--- src/rtl/pc_ctrl_pkg.sv ---
// rtl/pc_ctrl_pkg.sv - shared types and constants for the PC fetch controller
package pc_ctrl_pkg;

    localparam int XLEN = 32;
    localparam logic [XLEN-1:0] DEFAULT_RESET_PC = 32'h0000_0000;

    typedef enum logic [1:0] {
        IDLE,
        FETCH,
        ISSUE,
        HALT
    } pc_state_e;

    typedef enum logic [1:0] {
        SRC_SEQ,
        SRC_BRANCH,
        SRC_JUMP
    } pc_src_e;

    function automatic logic is_word_aligned(input logic [XLEN-1:0] addr);
        return addr[1:0] == 2'b00;
    endfunction

endpackage

--- src/rtl/pc_next_sel.sv ---
// rtl/pc_next_sel.sv - next-PC priority mux, +4 adder and redirect alignment check
module pc_next_sel
    import pc_ctrl_pkg::*;
(
    input  logic [XLEN-1:0] pc,
    input  logic            branch_taken,
    input  logic [XLEN-1:0] branch_target,
    input  logic            jump_en,
    input  logic [XLEN-1:0] jump_target,
    output logic [XLEN-1:0] pc_plus4,
    output logic [XLEN-1:0] next_pc,
    output logic            misaligned
);

    pc_src_e src;

    always_comb begin
        pc_plus4 = pc + XLEN'(4);

        if (jump_en) begin
            src = SRC_JUMP;
        end else if (branch_taken) begin
            src = SRC_BRANCH;
        end else begin
            src = SRC_SEQ;
        end

        case (src)
            SRC_JUMP:   next_pc = jump_target;
            SRC_BRANCH: next_pc = branch_target;
            default:    next_pc = pc_plus4;
        endcase

        // Sequential flow from an aligned pc wraps cleanly, so only redirects are checked.
        misaligned = (src != SRC_SEQ) && !is_word_aligned(next_pc);
    end

endmodule

--- src/rtl/pc_fetch_controller.sv ---
// rtl/pc_fetch_controller.sv - PC register and fetch/issue sequencer for the RV32 core
module pc_fetch_controller
    import pc_ctrl_pkg::*;
#(
    parameter logic [XLEN-1:0] RESET_PC = DEFAULT_RESET_PC
)
(
    input  logic            clk,
    input  logic            rst_n,
    output logic            imem_req,
    output logic [XLEN-1:0] imem_addr,
    input  logic            imem_ack,
    output logic            instr_valid,
    input  logic            instr_accept,
    input  logic            stall,
    input  logic            branch_taken,
    input  logic [XLEN-1:0] branch_target,
    input  logic            jump_en,
    input  logic [XLEN-1:0] jump_target,
    output logic [XLEN-1:0] pc,
    output logic [XLEN-1:0] pc_plus4,
    output logic            misaligned_err
);

    pc_state_e       state;
    logic [XLEN-1:0] next_pc;
    logic            target_misaligned;
    logic            advance;

    pc_next_sel u_next_sel (
        .pc            (pc),
        .branch_taken  (branch_taken),
        .branch_target (branch_target),
        .jump_en       (jump_en),
        .jump_target   (jump_target),
        .pc_plus4      (pc_plus4),
        .next_pc       (next_pc),
        .misaligned    (target_misaligned)
    );

    assign advance   = (state == ISSUE) && instr_accept && !stall;
    assign imem_addr = pc;

    always_ff @(posedge clk or negedge rst_n) begin
        if (!rst_n) begin
            state          <= IDLE;
            pc             <= RESET_PC;
            imem_req       <= 1'b0;
            instr_valid    <= 1'b0;
            misaligned_err <= 1'b0;
        end else begin
            case (state)
                IDLE: begin
                    state    <= FETCH;
                    imem_req <= 1'b1;
                end
                FETCH: begin
                    if (imem_ack) begin
                        state       <= ISSUE;
                        imem_req    <= 1'b0;
                        instr_valid <= 1'b1;
                    end
                end
                ISSUE: begin
                    if (advance) begin
                        instr_valid <= 1'b0;
                        // A bad redirect freezes pc at the offending instruction for debug.
                        if (target_misaligned) begin
                            misaligned_err <= 1'b1;
                            state          <= HALT;
                        end else begin
                            pc       <= next_pc;
                            state    <= FETCH;
                            imem_req <= 1'b1;
                        end
                    end
                end
                HALT: begin
                    imem_req    <= 1'b0;
                    instr_valid <= 1'b0;
                end
                default: begin
                    state       <= IDLE;
                    imem_req    <= 1'b0;
                    instr_valid <= 1'b0;
                end
            endcase
        end
    end

endmodule

--- config.mk ---
export PLATFORM = sky130hd
export DESIGN_NAME = pc_fetch_controller
export DESIGN_NICKNAME = d
export VERILOG_FILES = /design/src/rtl/pc_ctrl_pkg.sv /design/src/rtl/pc_next_sel.sv /design/src/rtl/pc_fetch_controller.sv
export SDC_FILE = /design/constraint.sdc
export NUM_CORES = 1
export LEC_CHECK = 0
export CAP_MARGIN = 40
export CORE_ASPECT_RATIO = 1.25
export CORE_UTILIZATION = 40
export DETAILED_ROUTE_END_ITERATION = 10
export HOLD_SLACK_MARGIN = 0.06
export MAX_ROUTING_LAYER = met4
export PLACE_DENSITY = 0.91
export SKIP_LAST_GASP = 1
export SYNTH_ARGS = -nofsm -noshare
export SYNTH_HDL_FRONTEND = slang
export SYNTH_HIERARCHICAL = 1
export SYNTH_SLANG_ARGS = --single-unit
export TNS_END_PERCENT = 1
--- constraint.sdc ---
create_clock -name clk -period 4.55 [get_ports clk]
set_input_delay 0.6825 -clock clk [delete_from_list [all_inputs] [get_ports clk]]
set_output_delay 0.6825 -clock clk [all_outputs]
set_load 0.01 [all_outputs]
# Yosys cells after proc, flatten, opt, wreduce, memory -nomap -nowiden
# Cells that the tools add are included.
# Widths: inputs -> output; s select.
# word_totals
register_bits	37
# op_classes
n_addsub	1
eq_ne	8
n_mux	14
n_bitwise	1
reduce_logical	15
# op_table
cell	n
$pmux 32 s2	1
$add 32x3->32 const B	1
$reduce_and 3->1	5
$mux 2	4
$eq 2x2->1 const B	3
$mux 1	6
$ne 2x2->1 const B	3
$pmux 2 s3	1
$reduce_bool 3->1	2
$eq 2x1->1 const B	2
$logic_not 2->1	2
$pmux 1 s4	1
$logic_and 1x1->1	3
$pmux 1 s3	1
$logic_not 1->1	2
$reduce_bool 2->1	1
$not 1->1	1

# Depth between registers and ports, before layout
# depth
ltp_word	10
ltp_mapped	9

# Hierarchy
# The synthesis kept the hierarchy.
# modules_own_cells
module	instances	cells_each	area_each_um2	seq_area_each_um2
pc_fetch_controller	1	135	1803.0	925.9
pc_next_sel	1	210	1352.5	0.0

# Least setup slack after synthesis
# Ideal clock, no wire load.
# synth_timing
kind	reg2out
start	reg pc[4], in the netlist imem_addr[4]
end	out pc_plus4[25]
arrival_ns	1.980
t_required_ns	3.868
path_slack_ns	1.888
path_stages_with_launch	6
n_path_buf	1
path_cell_list	dfrtp_1 nand3_1 or4_1 buf_2 o31a_2 or2_2
# synth_between
elab_chain_cells	1
# synth_rtl
element	line	rtl
start: declaration	pc_fetch_controller.sv:20	output logic [XLEN-1:0] pc,
start signal: assignment	pc_fetch_controller.sv:72	pc <= next_pc;
$add 32x3->32	pc_next_sel.sv:18	pc_plus4 = pc + XLEN'(4);
end: declaration	pc_fetch_controller.sv:21	output logic [XLEN-1:0] pc_plus4,
# Every way passes these cells.

# Worst setup path after layout
# Ends and elaborated chain as after synthesis.

==> impl_metrics.toml <==
[run_status]
status = "finished clean"

[place]
gp_congestion = 0.885
dpl.hpwl_um = 7240
post-place-ws_ns = 1.08
io_buffers = 169

[finish]
drive_above_1_share_pct = 13.0
final_cell_mix = "clkdlybuf4s50_1 (168), dfrtp_1 (37), mux2_2 (32)"
area.growth.synth_to_final_pct = 50.5
final_nets = 551
final.fill_count = 612
multi_input_area_um2 = 1830
final_util_pct = 63.4
final_common_cell = "clkdlybuf4s50_1"
diodes = 0
regArea_um2 = 926

[clocking]
postCtsResizedCells = 0
clockBufferDepth = 2
htreeDepth = 2
cts_buffers = 5
post-cts-setup-buffer-count = 0
clk_latency_ns = 0.29
clkSinkCount = 37
path_clk_slew_ns = 0.07
cts_tree = "yes"
cts_hold_buf = 0
cts_root_buf = "clkbuf_8"

[yosys]
synth_nets = 421
synth_seq_cells = 37
synth-edff-count = 0
synthCells = 345
ys_warn_count = 6
ys_types = 48
synth_area_leaders = "dfrtp_1 (29%), mux2_2 (11%), buf_4 (8.3%), xnor2_1 (4.4%), mux2i_1 (4.1%)"
synth_top_area_share_pct = 29.3
yosysSeqAreaShare_pct = 29.3
avgSynthCellArea_um2 = 9.15
synthFlopType = "dfrtp_1"
yosysTopAreaCell = "dfrtp_1"
synth_area_um2 = 3160
async_reset_ff_share_pct = 100

[power_and_ir_drop]
ir_worst_vdd_mv = 0.330
total_leakage_power_uw = 0.00200
power_density_nw_per_um2 = 453

[setup_path]
slowest_delay_ns = 0.71
r2r-start = "imem_addr[4]$_DFFE_PN0P_"
crit_family = "simple AND/OR/NAND/NOR gates"
cp.arrival_ns = 2.95
path_buf_inv = 1
critical_path_class = "flip-flop to primary output"
critPathCaptureType = "primary output"
crit_required_ns = 3.87
slowest_stage = "or4_1"
critPathLaunchType = "flip-flop"
timing.rr.end = "imem_addr[19]$_DFFE_PN0P_"
timing.reg2reg.setup_slack_ns = 1.77
path_max_fanout = 10
r2r.worst_path.cells = 6
worstPathCellList = "nand3_1, or4_1, o31a_2, or2_2, clkdlybuf4s50_1"

[floorplan]
rows = 35
core_um2 = 7490
io_pins = 170
die_x_um = 81.4
dieArea_um2 = 8250
die_y_um = 101
floorplan.initialDensity_pct = 42.1

[timing]
final.setup.tns_ns = 0
hold_violations = 0
drv_slew = 0
rsz0062_at_grt = "no"
worst_pin_slew_ns = 0.848
setup_violations = 0
finClkSkew_ns = 0.0126
fin_crit_ns = 3.63
slew_headroom_pct = 43.5
fin_ws_ns = 0.921
min_period_over_period_pct = 79.8
max_freq_mhz = 276

[min_path]
hold_class = "flip-flop to flip-flop"
hp-start = "instr_valid$_DFFE_PN0P_"
hold_path_depth = 1
hold_end = "instr_valid$_DFFE_PN0P_"

[global_route]
grt-ovfl-total = 0
grt_max_degree = 45
met3_usage_pct = 3.60
grt_first_pass_wirelength_um = 14800
grtUsageTotal_pct = 23.5
antenna_found_initial = 0
met1_usage_pct = 26.2
grt_busiest_layer = "met2"
grt_util_met2_pct = 41.9
grt_pass1_vias = 3105

[route]
via_per_inst = 5.40
dr.pass1.iters = 4
vias = 3069
post-route-drc-count = 0
wire_per_inst_um = 16.4
finalWirelength_um = 9330
first_iter_violations = 109
ant_nets = 0

[run]
maxCapViolations = 0
## cell families (layout without fill, tap and decap cells)
family	count (synthesis)	after routing	synth area share [%]
fa+ha+maj	5	5	1.98
simple gates	116	116	20.6
buf+inv	60	191	12.6
mux	46	46	15.9
compound gates	56	56	12.6
xor+xnor	25	25	6.94
flops	37	37	29.3
## synth_stat cells, drive strengths merged (2+ instances only)
| cell | number |
|---|---|
| buf | 42 |
| dfrtp | 37 |
| mux2 | 33 |
| nand2 | 27 |
| nor2 | 17 |
| o21ai | 16 |
| xnor2 | 16 |
| mux2i | 13 |
| nand3 | 13 |
| nand4 | 11 |
| clkbuf | 9 |
| inv | 9 |
| xor2 | 9 |
| a21o | 7 |
| a22o | 7 |
| nor3 | 7 |
| or2 | 7 |
| nor4 | 6 |
| o22ai | 6 |
| or3 | 6 |
| and3 | 5 |
| ha | 5 |
| nand2b | 5 |
| and4 | 4 |
| a221o | 3 |
| and2 | 3 |
| o31ai | 3 |
| a211o | 2 |
| a211oi | 2 |
| a21oi | 2 |
| a22oi | 2 |
| nor2b | 2 |
| o21ba | 2 |
| o2bb2ai | 2 |
## registers in the layout, summed over array words and instances, names as in the netlist
name            flops
imem_addr          32
instr_valid         1
imem_req            1
state               2
misaligned_err      1
## layout make-up
class,instances,area share (%)
Timing Repair Buffer,174,36.3
Inverter,9,0.711
Tap cell,92,2.42
Clock inverter,2,0.790
Multi-Input combinational cell,248,38.5
Sequential cell,37,19.5
Clock buffer,6,1.74
## how the worst max path moves through the flow
stage / depth (start not counted) / start / endpoint
after floorplan: 5 / imem_addr[4]$_DFFE_PN0P_ / pc_plus4[25]
after global placement: 6 / branch_taken / imem_addr[17]$_DFFE_PN0P_
after detailed placement: 6 / branch_taken / imem_addr[16]$_DFFE_PN0P_
after CTS: 5 / imem_addr[4]$_DFFE_PN0P_ / pc_plus4[25]
after global routing: 6 / imem_addr[2]$_DFFE_PN0P_ / pc_plus4[20]
final: 5 / imem_addr[4]$_DFFE_PN0P_ / pc_plus4[25]
## where the power goes
part	total, uW	switching (uW)	internal (uW)	leakage, uW
logic	1210	467	746	0.00146
registers	640	201	440	0.000485
clock network	297	119	178	0.0000574
## per-layer routing
metal  vias to the layer above  share of wire, %
li1                       1464                 -
met1                      1437                38
met2                       142                53
met3                        26               6.2
met4                         0               2.7
met5                         -                 0
## per-stage QoR
| stage | power (uW) | cells | hold slack (ns) | cell area [um^2] |
|---|---|---|---|---|
| 6_report | 2150 | 568 | 0.489 | 4750 |
| 5_1_grt | 2280 | 568 | 0.506 | 4750 |
| 4_1_cts | 2170 | 568 | 0.490 | 4750 |
| 3_5_place_dp | 1860 | 560 | 0.469 | 4630 |
| 3_3_place_gp | 1820 | 560 | 0.471 | 4630 |
| 2_1_floorplan | 1240 | 345 | 0.387 | 3160 |
No activity file was read; power rests on OpenSTA's default activity.
